File: config.mk
export PLATFORM = sky130hd
export DESIGN_NAME = rv32i_control
export DESIGN_NICKNAME = d
export VERILOG_FILES = /design/src/rtl/rv32i_control.sv
export SDC_FILE = /design/constraint.sdc
export NUM_CORES = 1
export LEC_CHECK = 0
export ABC_AREA = 1
export BUFFER_PORTS_ARGS = -buffer_cell sky130_fd_sc_hd__buf_2
export CAP_MARGIN = 0
export CORE_MARGIN = 2
export CORE_UTILIZATION = 48
export DETAILED_ROUTE_END_ITERATION = 16
export PLACE_DENSITY = 0.81
export SYNTH_ARGS = -nofsm -noshare
export SYNTH_HDL_FRONTEND = slang
export SYNTH_SLANG_ARGS = --single-unit
export TNS_END_PERCENT = 100
File: constraint.sdc
create_clock -name clk -period 2.4 [get_ports clk]
set_input_delay 0 -clock clk [delete_from_list [all_inputs] [get_ports clk]]
set_output_delay 0 -clock clk [all_outputs]
set_load 0.01 [all_outputs]
File: src/rtl/rv32i_control.sv
// Multicycle control FSM for the RV32I datapath: sequences fetch/decode/execute/memory/writeback.
// Outputs are decoded from the state register and are forced to idle defaults while rst_n is low.
module rv32i_control (
  input  logic       clk,
  input  logic       rst_n,
  input  logic [6:0] opcode,
  input  logic [2:0] funct3,
  input  logic [6:0] funct7,
  input  logic       br_en,
  input  logic       mem_resp,
  input  logic [1:0] mem_addr_lo,
  output logic       load_pc,
  output logic       load_ir,
  output logic       load_regfile,
  output logic       load_mar,
  output logic       load_mdr,
  output logic       load_data_out,
  output logic [1:0] pcmux_sel,
  output logic       alumux1_sel,
  output logic [2:0] alumux2_sel,
  output logic [3:0] regfilemux_sel,
  output logic       marmux_sel,
  output logic       cmpmux_sel,
  output logic [2:0] aluop,
  output logic [2:0] cmpop,
  output logic       mem_read,
  output logic       mem_write,
  output logic [3:0] mem_byte_enable,
  output logic       halted
);

  localparam int unsigned OP_W = 7;

  localparam logic [OP_W-1:0] OP_IMM   = 7'b0010011;
  localparam logic [OP_W-1:0] OP_REG   = 7'b0110011;
  localparam logic [OP_W-1:0] OP_LUI   = 7'b0110111;
  localparam logic [OP_W-1:0] OP_AUIPC = 7'b0010111;
  localparam logic [OP_W-1:0] OP_BR    = 7'b1100011;
  localparam logic [OP_W-1:0] OP_JAL   = 7'b1101111;
  localparam logic [OP_W-1:0] OP_JALR  = 7'b1100111;
  localparam logic [OP_W-1:0] OP_LOAD  = 7'b0000011;
  localparam logic [OP_W-1:0] OP_STORE = 7'b0100011;

  localparam logic [2:0] ALU_ADD = 3'b000;
  localparam logic [2:0] ALU_SRA = 3'b010;
  localparam logic [2:0] ALU_SUB = 3'b011;
  localparam logic [2:0] ALU_SRL = 3'b101;
  localparam logic [2:0] CMP_BEQ  = 3'b000;
  localparam logic [2:0] CMP_BLT  = 3'b100;
  localparam logic [2:0] CMP_BLTU = 3'b110;

  typedef enum logic [4:0] {
    FETCH1, FETCH2, FETCH3, DECODE, IMM, REG, LUI, AUIPC, BR,
    JAL, JALR, CALC_ADDR, LD1, LD2, ST1, ST2, TRAP
  } state_t;

  state_t state, state_next;

  logic unused_funct7;
  assign unused_funct7 = ^{funct7[6], funct7[4:0]};

  // State register
  always_ff @(posedge clk or negedge rst_n) begin
    if (!rst_n) state <= FETCH1;
    else        state <= state_next;
  end

  // Next-state and output decode
  always_comb begin
    state_next      = state;
    load_pc         = 1'b0;
    load_ir         = 1'b0;
    load_regfile    = 1'b0;
    load_mar        = 1'b0;
    load_mdr        = 1'b0;
    load_data_out   = 1'b0;
    pcmux_sel       = 2'd0;
    alumux1_sel     = 1'b0;
    alumux2_sel     = 3'd0;
    regfilemux_sel  = 4'd0;
    marmux_sel      = 1'b0;
    cmpmux_sel      = 1'b0;
    aluop           = ALU_ADD;
    cmpop           = CMP_BEQ;
    mem_read        = 1'b0;
    mem_write       = 1'b0;
    mem_byte_enable = 4'b1111;
    halted          = 1'b0;
    if (rst_n) begin
      case (state)
        FETCH1: begin
          load_mar   = 1'b1;
          state_next = FETCH2;
        end
        FETCH2: begin
          mem_read = 1'b1;
          load_mdr = 1'b1;
          if (mem_resp) state_next = FETCH3;
        end
        FETCH3: begin
          load_ir    = 1'b1;
          state_next = DECODE;
        end
        DECODE: begin
          case (opcode)
            OP_IMM:            state_next = IMM;
            OP_REG:            state_next = REG;
            OP_LUI:            state_next = LUI;
            OP_AUIPC:          state_next = AUIPC;
            OP_BR:             state_next = BR;
            OP_JAL:            state_next = JAL;
            OP_JALR:           state_next = JALR;
            OP_LOAD, OP_STORE: state_next = CALC_ADDR;
            default:           state_next = TRAP;
          endcase
        end
        IMM, REG: begin
          alumux2_sel = (state == REG) ? 3'd5 : 3'd0;
          case (funct3)
            3'b010, 3'b011: begin
              cmpmux_sel     = (state == IMM);
              cmpop          = funct3[0] ? CMP_BLTU : CMP_BLT;
              regfilemux_sel = 4'd1;
            end
            3'b101:  aluop = funct7[5] ? ALU_SRA : ALU_SRL;
            3'b000:  aluop = ((state == REG) && funct7[5]) ? ALU_SUB : ALU_ADD;
            default: aluop = funct3;
          endcase
          load_regfile = 1'b1;
          load_pc      = 1'b1;
          state_next   = FETCH1;
        end
        LUI, AUIPC: begin
          if (state == LUI) begin
            regfilemux_sel = 4'd2;
          end else begin
            alumux1_sel = 1'b1;
            alumux2_sel = 3'd1;
          end
          load_regfile = 1'b1;
          load_pc      = 1'b1;
          state_next   = FETCH1;
        end
        BR: begin
          cmpop       = funct3;
          alumux1_sel = 1'b1;
          alumux2_sel = 3'd2;
          pcmux_sel   = br_en ? 2'd1 : 2'd0;
          load_pc     = 1'b1;
          state_next  = FETCH1;
        end
        JAL, JALR: begin
          regfilemux_sel = 4'd4;
          load_regfile   = 1'b1;
          alumux1_sel    = (state == JAL);
          alumux2_sel    = (state == JAL) ? 3'd4 : 3'd0;
          pcmux_sel      = (state == JAL) ? 2'd1 : 2'd2;
          load_pc        = 1'b1;
          state_next     = FETCH1;
        end
        CALC_ADDR: begin
          marmux_sel = 1'b1;
          load_mar   = 1'b1;
          if (opcode == OP_STORE) begin
            alumux2_sel   = 3'd3;
            load_data_out = 1'b1;
            state_next    = ST1;
          end else begin
            state_next = LD1;
          end
        end
        LD1: begin
          mem_read = 1'b1;
          load_mdr = 1'b1;
          if (mem_resp) state_next = LD2;
        end
        LD2: begin
          case (funct3)
            3'b000:  regfilemux_sel = 4'd5;
            3'b001:  regfilemux_sel = 4'd7;
            3'b100:  regfilemux_sel = 4'd6;
            3'b101:  regfilemux_sel = 4'd8;
            default: regfilemux_sel = 4'd3;
          endcase
          load_regfile = 1'b1;
          load_pc      = 1'b1;
          state_next   = FETCH1;
        end
        ST1: begin
          mem_write = 1'b1;
          case (funct3)
            3'b000:  mem_byte_enable = 4'(4'b0001 << mem_addr_lo);
            3'b001:  mem_byte_enable = 4'(4'b0011 << mem_addr_lo);
            default: mem_byte_enable = 4'b1111;
          endcase
          if (mem_resp) state_next = ST2;
        end
        ST2: begin
          load_pc    = 1'b1;
          state_next = FETCH1;
        end
        TRAP:    halted = 1'b1;
        default: state_next = FETCH1;
      endcase
    end
  end

endmodule

## After elaboration in Yosys (flattened, before gate mapping)

Cells that the tools add are included.

| cells by class | value |
|---|---|
| multiplexer cells | 58 |
| add/sub/neg operators | 0 |
| divide/modulo/power cells | 0 |
| shift-type cells | 2 |
| magnitude comparators | 0 |
| multiply operators | 0 |
| reduce and logical (&&, ||, !) cells | 13 |
| equality and inequality tests | 33 |
| bitwise gates (word level) | 1 |

Operators by type and width:

| cell | number |
|---|---|
| one-hot mux 5 bit (8 select lines) | 2 |
| == test 5 x 4 -> 1 bit, second input constant | 8 |
| one-hot mux 4 bit (4 select lines) | 2 |
| 2-to-1 mux 1 bit | 27 |
| 2-to-1 mux 3 bit | 8 |
| == test 7 x 6 -> 1 bit, second input constant | 3 |
| == test 7 bit, second input constant | 3 |
| == test 5 x 3 -> 1 bit, second input constant | 4 |
| 2-to-1 mux 5 bit | 3 |
| one-hot mux 3 bit (5 select lines) | 1 |
| == test 7 x 5 -> 1 bit, second input constant | 2 |
| 2-to-1 mux 2 bit | 7 |
| OR reduction 2 bit | 7 |
| 2-to-1 mux 4 bit | 3 |
| == test 5 x 2 -> 1 bit, second input constant | 2 |
| one-hot mux 3 bit (3 select lines) | 1 |
| OR reduction 9 bit | 1 |
| one-hot mux 4 bit (2 select lines) | 1 |
| == test 7 x 2 -> 1 bit, second input constant | 1 |
| OR reduction 7 bit | 1 |
| == test 3 x 2 -> 1 bit, second input constant | 2 |
| == test 3 bit, second input constant | 2 |
| inequality test 2 bit, second input constant | 3 |
| one-hot mux 3 bit (2 select lines) | 1 |
| other kinds (12) | 12 |

| word-level totals | value |
|---|---|
| output and inout bits | 31 |
| register bits | 5 |
| logic and storage cells | 108 |
| bits in read-only memories | 0 |
| memories kept | 0 |
| bits in writable memories | 0 |
| input port bits | 23 |
| latch bits | 0 |

## Depth between registers and ports, before layout

Gate-level depths: netlist of the first run.

| logic depth | value |
|---|---|
| word-level depth | 6 |
| depth in mapped cells | 10 |
| mapped depth without buffers | 10 |

## Least setup slack after synthesis of the first run

OpenSTA, ideal clock, no wires.

| timing | value |
|---|---|
| path type | register to output |
| start point | register state[0] |
| end point | output port mem_read |
| data required time | 2.400 ns |
| arrival | 1.248 ns |
| slack | 1.152 ns |
| buffers on the path | 2 |
| cell stages (with the launch flop) | 7 |
| cells stage by stage | dfrtp_1 buf_6 inv_1 nor2_1 nand3_2 a21oi_1 buf_4 |

| between the ends | value |
|---|---|
| longest elaborated chain between the ends | 4 |
| elaborated cells between the ends (all ways) | 5 |
| those cells by class | eq/ne (2); mux (2); reduce/logical (1) |

Ends and longest elaborated chain:

| item | line | RTL |
|---|---|---|
| start, declared | 57 | `state_t state, state_next;` |
| start signal, assigned | 65 | `else state <= state_next;` |
| == test 5 x 4 -> 1 bit or == test 5 x 1 -> 1 bit (tied branches) | -- |  |
| OR reduction 2 bit (no source line) (*) | -- |  |
| 2-to-1 mux 1 bit (*) (2 in series) | -- |  |
| end, declared | 26 | `output logic mem_read,` |

Every way passes the cells marked *; elsewhere a longest branch is shown, timed or not.

## Worst setup path after layout of the first run

| timing | value |
|---|---|
| start point | register state[0] |
| end point | output port load_pc |

| between the ends | value |
|---|---|
| longest elaborated chain between the ends | 4 |
| elaborated cells between the ends (all ways) | 12 |
| those cells by class | eq/ne (9); mux (2); reduce/logical (1) |

Ends and longest elaborated chain:

| item | line | RTL |
|---|---|---|
| == test 5 x 3 -> 1 bit or == test 5 x 4 -> 1 bit (tied branches) | 90 | `case (state)` |
| OR reduction 9 bit (no source line) (*) | -- |  |
| 2-to-1 mux 1 bit (*) | 90 |  |
| 2-to-1 mux 1 bit (*) | 89 | `if (rst_n) begin` |
| end, declared | 12 | `output logic load_pc,` |

Marked as above.

==> results of run 1 <==
## cells in the mapped netlist (all sizes together)
cell type / n / area (um^2)
a21oi: 13 / 76.33
a31oi: 2 / 12.51
a41oi: 1 / 8.760
buf: 4 / 26.28
clkbuf: 1 / 3.750
dfrtp: 5 / 125.1
inv: 27 / 103.9
nand2: 55 / 221.5
nand3: 13 / 70.07
nand3b: 1 / 7.510
nand4: 1 / 6.260
nor2: 37 / 156.4
nor3: 5 / 36.29
nor3b: 1 / 12.51
nor4: 3 / 33.78
o211ai: 2 / 15.01
o21ai: 11 / 55.05
o21bai: 2 / 15.01
xor2: 1 / 8.760
## cells in the final DEF (no fill, tap or decap)
master | Yosys | routed
nand2_1 | 49 | 49
o21ai_1 | 2 | 2
o21bai_1 | 2 | 2
nor2_1 | 32 | 32
buf_2 | 0 | 47
a41oi_1 | 1 | 1
nand3_1 | 12 | 12
inv_1 | 25 | 25
a21oi_1 | 12 | 12
nor3_4 | 1 | 1
inv_2 | 1 | 1
nor2_2 | 4 | 4
a21oi_4 | 1 | 1
nor3_1 | 4 | 4
nand3b_1 | 1 | 1
nor4_1 | 2 | 2
nor2_4 | 1 | 1
nor4_4 | 1 | 1
xor2_1 | 1 | 1
nand2_2 | 6 | 6
o211ai_1 | 2 | 2
nor3b_2 | 1 | 1
nand3_2 | 1 | 1
dfrtp_1 | 5 | 5
clkbuf_4 | 0 | 3
o21ai_0 | 9 | 9
dlygate4sd3_1 | 0 | 1
a31oi_1 | 2 | 2
clkbuf_1 | 1 | 1
nand4_1 | 1 | 1
inv_4 | 1 | 1
## area by class of cell
cell class | instances | area [um^2] | share of cell area (%)
repair buffers | 48 | 245.2 | 19.31
flip-flops and latches | 5 | 125.1 | 9.852
clock buffers | 4 | 26.28 | 2.069
well taps | 27 | 33.78 | 2.660
inverters | 27 | 103.9 | 8.177
multi-input cells | 148 | 735.7 | 57.93
## metrics by stage
stage                     hold WS [ns]  utilization [%]  instance area, um^2  cells  worst slack, ns
after floorplan                -0.2956                -                994.7    185            1.152
after global placement         -0.1299            62.88                 1234    254           0.9417
after global routing            0.1777            64.73                 1270    259           0.4663
final                           0.1519            64.73                 1270    259           0.6845
after CTS                       0.1417            64.73                 1270    259           0.6728
after detailed placement       -0.1310            62.88                 1234    254           0.9435
## worst max-delay path: stages, from the launching register on
cell     delay (ns)
dfrtp_1        0.54
inv_1          0.11
nor2_1         0.22
o21ai_0        0.20
a41oi_1        0.24
buf_2          0.17
## cells by family (layout without fill, tap and decap cells)
group,after synthesis,count (layout)
AOI/OAI and AO/OA,31,31
buffers and inverters,32,79
xor gates and xnor gates,1,1
and+or+nand+nor,116,116
DFF,5,5
## power groups by stage
stage | Clock, uW | Sequential (uW) | Combinational [uW]
floorplan | 0 | 131 | 310
global route | 103 | 164 | 412
global placement | 0 | 158 | 356
detailed placement | 0 | 158 | 358
CTS | 99.3 | 157 | 361
finish | 93.5 | 158 | 361
## per-layer routing
layer	vias up	share of wire [%]	track usage, %	wire, um
li1	689	-	-	-
met1	567	47	30.02	1202
met2	45	45	38.67	1165
met3	0	7.9	2.424	204
met4	0	0	5.556	0
met5	-	0	0	0
## worst max path at each step
stage / depth (start not counted) / from / endpoint
global route: 6 / state[0]$_DFFE_PN0P_ / load_pc
CTS: 6 / rst_n / mem_byte_enable[1]
global placement: 7 / state[0]$_DFFE_PN0P_ / regfilemux_sel[2]
finish: 5 / state[0]$_DFFE_PN0P_ / load_pc
floorplan: 6 / state[0]$_DFFE_PN0P_ / mem_read
detailed placement: 7 / state[0]$_DFFE_PN0P_ / state[1]$_DFFE_PN0P_
## what timing repair did
action	4_1_cts	5_1_grt
setup buffers	0	0
endpoints found under the hold margin	5	0
hold buffers	1	0
==> metrics.md, run 1 <==
| Metric | Value |
|---|---|
| WS Path Type | register to primary output |
| Syn avg cell area | approximately 5.4 um^2 |
| Post-route ant nets | 0 |
| FF-to-FF Start | state[0]$_DFFE_PN0P_ |
| VDD IR max | a little over 0.4 mV |
| CORE AREA | roughly 0.0020 mm^2 |
| Die area | ~0.0025 mm^2 |
| Min Clock Period, post-route | roughly 1.7 ns |
| Critical Path RT | roughly 2.4 ns |
| # fillers | 239 |
| Setup TNS Final | 0 ns |
| Max FFs per register | 5 |
| Worst Hold Class | input pin to asynchronous set/reset pin |
| DR iter-0 viols | 35 |
| Worst EP arrival | 1.72 ns |
| Initial antenna violation count | 0 |
| PwrDens | 482.1 mW/mm^2 |
| Worst Clk Skew | between 0.0015 and 0.002 ns |
| Reg2reg path depth | 7 |
| # diodes | 0 |
| Nets@finish | 256 |
| H-tree depth | 1 |
| Vias in the first global route | roughly 1.1k |
| Sw Ratio | between 50% and 60% |
| Synthesized area | ~990 um^2 |
| Status | finished clean |
| Regs by FF count | state: 5 flops |
| Worst setup EP type | primary output |
| Worst skew pair latency | about 0.24 ns |
| FMAX | 0.5829 GHz |
| Post-CTS resize count | 0 |
| Yosys cell types | 31 |
| Top reg by flops | state |
| Post-synthesis sequential area ratio | between 10% and 20% |
| Port Buffers | between 40 and 50 |
| Cell count after synthesis | 185 |
| Post-Synth Adder-Cell Area | 0% |
| Combinational share of power | 59.0% |
| Die width | between 40 and 50 um |
| Leak pwr | just over 0.0007 uW |
| Tot Pwr | just over 600 uW |
| Post-synthesis xor/xnor area fraction | less than 1% |
| Fraction of layout cells with a size suffix above 1 | just under 30% |
| Share of power burned in registers | roughly a quarter |
| First-pass DRT Iterations | 4 |
| CTS buffer count | 3 |
| CTS tree | built |
| First-pass GRT wire length | around 4.5 mm |
| Drt total wl | ~2.6 mm |
| Post-synthesis mux area share | 0% |
| Via density | 5.023 |
| Cell-internal power | 290.3 uW |
| Slew HR | 58.51% |
| I/O pin total | 54 |
| Routed WL per cell | just under 10 um |
| DPL Wire Length | roughly 2.1 mm |
| DRC viols | 0 |
| Compound-Gate Fraction of Synth Area | between 10% and 20% |
| Clock Power Share | 15.3% |
| Largest family of logic cells by synthesized area | simple AND/OR/NAND/NOR gates |
| Via count | 1301 |
| Die height | roughly 50 um |
| Largest net degree at the start of global routing | 22 |
| Mapped Nets | ~210 |
| FF-to-FF End | state[4]$_DFFE_PN0P_ |
| Gr usage total | 22.53% |
| Slew @ Worst Pin | 0.6217 ns |
| Root Driver | clkbuf_4 |
| Finish-stage setup viols | 0 |
| Synth Area in Simple Gates | 54.72% |
| Post-synthesis sequential element count | 5 |
| Maximum fanout along the worst path | 10 |
| FP Rows | 16 |
| Unrepaired setup endpoints after global routing | false |
| YS warnings | 0 |
| Max Buffers Root-to-Sink | 2 |
| GPL Wtd Cong | 0.8290 |
| Final Hold Fails | 0 |
| Post-route clock period utilization | 71.48% |
| Flop2flop setup slack | 0.94 ns |
| Total of max-cap violations | 0 |
| Worst-path clk slew | 0.04 ns |
| Total grt overflow | 0 |
| # clock sinks | 5 |
| Switching power | 322.0 uW |
| Initial core utilization | between 50% and 60% |
| Critical path startpoint category | register |
| Area delta synth->final | 27.67% |
| Slew Limit Fails | 0 |
Note: power is estimated with default switching activity, not from simulation.
==> run 2: changes to the inputs <==
Settings changed: CORE_UTILIZATION 48 to 40, PLACE_DENSITY 0.81 to 0.72.
Clock period 2.4 ns to 1.4 ns, I/O delays scaled along.
==> run 2 against run 1 <==
Net effect:
- the flow now finishes with violations (negative setup slack)
- worst hold slack improved by 0.022 ns
- core utilization rose by 9.5 points
- sequential share of layout area fell by 2.6 points
- first-iteration DRC count fell by 31%
- critical endpoint is now load_regfile
==> metrics.md, run 2 (synthesized netlist as in run 1, its figures left out) <==
| Metric | Value |
|---|---|
| Final Hold Fails | 0 |
| CTS buffer count | 3 |
| Slew Limit Fails | 0 |
| Area delta synth->final | 79.87% |
| Post-route ant nets | 0 |
| Status | finished, violations left |
| Nets@finish | 290 |
| Max Buffers Root-to-Sink | 2 |
| Failing checks | negative setup slack |
| Top reg by flops | state |
| Initial antenna violation count | 0 |
| First-pass DRT Iterations | 4 |
| DR iter-0 viols | 24 |
| H-tree depth | 1 |
| Max FFs per register | 5 |
| Gr usage total | a little under a quarter |
| Fraction of layout cells with a size suffix above 1 | 55.64% |
| FMAX | about 0.62 GHz |
| Critical Path RT | roughly 1.4 ns |
| Combinational share of power | 76.8% |
| VDD IR max | 0.8122 mV |
| Worst Clk Skew | about 0.005 ns |
| Min Clock Period, post-route | around 1.6 ns |
| CP peak stage delay | around 0.48 ns |
| Leak pwr | 0.0009716 uW |
| Routed WL per cell | 13.21 um |
| Sw Ratio | roughly half |
| # clock sinks | 5 |
| DPL Wire Length | ~2.3 mm |
| Slowest cell on crit path | dfrtp_2 |
| Switching power | approximately 900 uW |
| PwrDens | roughly 1000 mW/mm^2 |
| I/O pin total | 54 |
| FP Rows | 18 |
| # fillers | 208 |
| Finish-stage setup viols | 29 |
| Vias in the first global route | between 1k and 1.5k |
| FF+latch area | 130.1 um^2 |
| Port Buffers | between 40 and 50 |
| Post-placement setup slack | around 0.047 ns |
| # diodes | 0 |
| Worst-path clk slew | about 0.05 ns |
| CORE AREA | about 0.0024 mm^2 |
| Most common cell after layout, fill and taps aside | buf_2 |
| Worst Hold Class | input pin to register |
| Cell-internal power | between 900 and 1000 uW |
| Slew @ Worst Pin | roughly 0.56 ns |
| Die width | 53.87 um |
| Critical path startpoint category | register |
| Total grt overflow | 0 |
| Drt total wl | approximately 3.9 mm |
| Worst EP arrival | 1.62 ns |
| Clock Power Share | a little under a tenth |
| Die height | 53.87 um |
| CTS tree | built |
| Total of max-cap violations | 0 |
| First-pass GRT wire length | 4.974 mm |
| Cell chain of the critical path | buf_6, nand3_4, inv_4, buf_4, o21ai_2, a31oi_1, buf_2 |
| GPL Wtd Cong | ~0.85 |
| Most frequent cells in the layout | 47 x buf_2, 40 x nand2_1, 26 x nor2_1 |
| Final core area utilization | 74.25% |
| Regs by FF count | state: 5 flops |
| Share of power burned in registers | between 10 and 15% |
| Worst setup EP type | primary output |
| Tot Pwr | 1814 uW |
| Largest net degree at the start of global routing | 17 |
| Worst skew pair latency | between 0.2 and 0.25 ns |
| Die area | between 0.002 and 0.003 mm^2 |
| Root Driver | clkbuf_4 |
| Via density | 5.209 |
| Worst Path Buf+Inv | 4 |
| Slew HR | 62.67% |
| Maximum fanout along the worst path | 5 |
| DRC viols | 0 |
| Post-route clock period utilization | 115.4% |
| Final Worst Setup Slack | -0.2152 ns |
| CP top delay family | buffers and inverters |
| Multi-input logic area | ~950 um^2 |
| WS Path Type | register to primary output |
| Initial core utilization | 41.28% |
| Unrepaired setup endpoints after global routing | true |
| Via count | 1542 |
[run 2: timing repair]
action | 4_1_cts | 5_1_grt
endpoints found under the setup margin | 25 | 36
pin swaps | 9 | 15
cloned | 0 | 0
hold endpoints to repair | 5 | 0
buffers inserted | 15 | 8
hold buffers | 1 | 0
gates resized for setup | 32 | 48
[run 2: cell type report]
type / count / area share (%)
multi-input cells: 148 / 53.01
repair buffers: 82 / 30.07
flip-flops and latches: 5 / 7.273
inverters: 27 / 6.084
well taps: 30 / 2.098
clock buffers: 4 / 1.469
[run 2: path summary, 6_finish.rpt]
kind                                      start              endpoint  slack, ns  depth (start not counted)
max                        state[3]$_DFFE_PN0P_          load_regfile      -0.22                          7
min                                    mem_resp  state[1]$_DFFE_PN0P_       0.17                          5
max reg2reg                state[1]$_DFFE_PN0P_  state[1]$_DFFE_PN0P_      -0.15                         10
min reg2reg                state[0]$_DFFE_PN0P_  state[0]$_DFFE_PN0P_       0.68                          3
max in group asynchronous                 rst_n  state[3]$_DFFE_PN0P_       0.97                          3
min in group asynchronous                 rst_n  state[0]$_DFFE_PN0P_       0.25                          3
[run 2: tightest hold or removal path: cells and delay by family]
| family | cells | cell delay, ns |
|---|---|---|
| buffers and inverters | 2 | 0.18 |
| AO/OA/AOI/OAI | 1 | 0.10 |
| AND/OR/NAND/NOR | 2 | 0.10 |
[run 2: stage by stage]
step / cell area [um^2] / hold slack, ns / std cells / TNS, ns
3_3_place_gp: 1320 / -0.05707 / 268 / 0
2_1_floorplan: 994.7 / -0.2956 / 185 / 0
6_report: 1789 / 0.1737 / 296 / -2.743
3_5_place_dp: 1320 / -0.06434 / 268 / 0
4_1_cts: 1560 / 0.1761 / 288 / -1.984
5_1_grt: 1789 / 0.2056 / 296 / -5.412
[run 2: layer usage]
| layer | GRT usage (%) | vias up | wire length [um] |
|---|---|---|---|
| met5 | 0 | - | 0 |
| met4 | 6.838 | 0 | 134 |
| met3 | 2.222 | 15 | 160 |
| met2 | 45.12 | 59 | 2086 |
| met1 | 25.08 | 709 | 1529 |
| li1 | - | 759 | - |
[run 2: power by group through the flow]
stage	sequential, uW	combinational, uW	clock [uW]
final	255	1390	165
after global routing	261	1500	183
after CTS	233	1120	166
after detailed placement	235	780	0
after global placement	231	781	0
after floorplan	224	532	0
==> run 3: changes to the inputs <==
Settings changed: GPL_ROUTABILITY_DRIVEN set to 0, SETUP_SLACK_MARGIN set to 0.2.
==> run 3 against run 2 <==
Net effect:
- the run still ends with negative setup slack left
- sequential cell count is the same
- global-route usage grew 1.6 points
- critical path type unchanged
- critical endpoint is now regfilemux_sel[1]
- register-to-register slack gained 0.04 ns
==> metrics.md, run 3 (synthesized netlist as in run 1, its figures left out) <==
| Metric | Value |
|---|---|
| CTS tree | built |
| Worst-path clk slew | 0.04 ns |
| CP top delay family | simple AND/OR/NAND/NOR gates |
| CORE AREA | about 0.0024 mm^2 |
| WS Path Type | register to primary output |
| Post-route ant nets | 0 |
| FP Rows | 18 |
| Die area | 0.002901 mm^2 |
| Nets@finish | about 290 |
| Cell chain of the critical path | buf_6, inv_4, nor2_4, nand2_4, nor3b_2, a21oi_1, nor2_1, buf_2 |
| FMAX | 0.6232 GHz |
| CTS buffer count | 3 |
| Slowest cell on crit path | dfrtp_2 |
| Critical path startpoint category | register |
| Worst skew pair latency | approximately 0.24 ns |
| Die width | about 54 um |
| # clock sinks | 5 |
| FF-to-FF Start | state[4]$_DFFE_PN0P_ |
| Status | finished, violations left |
| Post-route clock period utilization | 114.6% |
| Max FFs per register | 5 |
| Max Buffers Root-to-Sink | 2 |
| Critical Path RT | about 1.4 ns |
| Top reg by flops | state |
| DPL Wire Length | 2.334 mm |
| Vias in the first global route | roughly 1.3k |
| Fin cells | approximately 300 |
| Maximum fanout along the worst path | 5 |
| Most common cell after layout, fill and taps aside | buf_2 |
| Total grt overflow | 0 |
| Port Buffers | 47 |
| Most frequent cells in the layout | 47 x buf_2, 43 x nand2_1, 24 x nor2_1 |
| Drt total wl | around 4.0 mm |
| Slew Limit Fails | 0 |
| Worst Path Buf+Inv | 3 |
| # diodes | 0 |
| DRC viols | 0 |
| First-pass GRT wire length | approximately 5.3 mm |
| Worst Clk Skew | 0.001182 ns |
| Post-placement setup slack | -0.01234 ns |
| Routed WL per cell | ~13 um |
| PwrDens | between 1000 and 1500 mW/mm^2 |
| DR iter-0 viols | 20 |
| Finish-stage setup viols | 32 |
| Setup TNS Final | -3.176 ns |
| VDD IR max | roughly 1.1 mV |
| Hold Startpoint | mem_resp |
| Min Clock Period, post-route | approximately 1.6 ns |
| Worst setup EP type | primary output |
| Initial antenna violation count | 0 |
| H-tree depth | 1 |
| Unrepaired setup endpoints after global routing | true |
| Worst Hold Class | input pin to register |
| Hold_ws | roughly 0.18 ns |
| Final Worst Setup Slack | -0.2047 ns |
| Leak pwr | between 0.0009 and 0.001 uW |
| Flop2flop setup slack | -0.11 ns |
| Root Driver | clkbuf_4 |
| Total of max-cap violations | 0 |
| Fraction of layout cells with a size suffix above 1 | 53.96% |
| Slew @ Worst Pin | about 0.41 ns |
| Regs by FF count | state: 5 flops |
| # fillers | a little over 200 |
| Via count | 1530 |
| First-pass DRT Iterations | 4 |
| Die height | approximately 54 um |
| Placed insts | approximately 270 |
| Largest net degree at the start of global routing | 13 |
| Via density | ~5.2 |
| Area delta synth->final | 76.86% |
| Slew HR | roughly 73% |
| Failing checks | negative setup slack |
| Hold path depth | 5 |
| Worst EP arrival | 1.60 ns |
| I/O pin total | 54 |
| FF-to-FF End | state[0]$_DFFE_PN0P_ |
| WP depth | 8 |
| Initial core utilization | between 40 and 50% |
| CP peak stage delay | 0.44 ns |
| Final Hold Fails | 0 |
| WHS Endpoint | state[3]$_DFFE_PN0P_ |
| Gr usage total | 24.45% |
| Reg2reg path depth | 9 |
-- run 3: area by class of cell --
type	count	area, um^2	share of cell area, %
tap	30	37.54	2.134
timing repair buffer	81	543.0	30.87
multi-input combinational	148	907.1	51.56
sequential	5	131.4	7.468
clock buffer	4	26.28	1.494
inverter	27	113.9	6.472
-- run 3: worst max path at each step --
stage,start,endpoint
after floorplan,state[0]$_DFFE_PN0P_,state[3]$_DFFE_PN0P_
after global placement,state[4]$_DFFE_PN0P_,load_pc
after detailed placement,state[4]$_DFFE_PN0P_,load_pc
after CTS,state[1]$_DFFE_PN0P_,load_pc
after global routing,state[0]$_DFFE_PN0P_,mem_read
final,state[0]$_DFFE_PN0P_,regfilemux_sel[1]
-- run 3: where the power goes --
part,switching (uW),internal (uW)
clock network,54.8,107
logic,752,581
registers,83.4,193
total,891,882
-- run 3: through the flow --
step / area (um^2) / util, % / total power (uW)
after floorplan: 1016 / - / 781.2
after global placement: 1334 / 55.35 / 1014
after detailed placement: 1334 / 55.35 / 1022
after CTS: 1654 / 68.64 / 1489
after global routing: 1759 / 73.00 / 1875
final: 1759 / 73.00 / 1772
-- run 3: metal layers --
layer / global-route usage (%) / routed length (um) / up-vias
li1: - / - / 756
met1: 27.36 / 1630 / 710
met2: 47.76 / 2069 / 58
met3: 2.500 / 220 / 6
met4: 6.838 / 54 / 0
met5: 0 / 0 / -
-- run 3: what timing repair did --
action / in CTS / in global routing
hold buffers: 1 / 0
hold endpoints to repair: 5 / 0
pin swaps: 14 / 21
setup buffers: 18 / 5
cloned: 0 / 0
endpoints found under the setup margin: 36 / 36
gates resized for setup: 45 / 22
-- run 3: worst register-to-register path, delay by kind of cell (launching register included) --
| kind | cells | cell delay, ns |
|---|---|---|
| and+or+nand+nor | 4 | 0.29 |
| DFF | 1 | 0.44 |
| buffers and inverters | 4 | 0.41 |
| AOI/OAI and AO/OA | 1 | 0.25 |
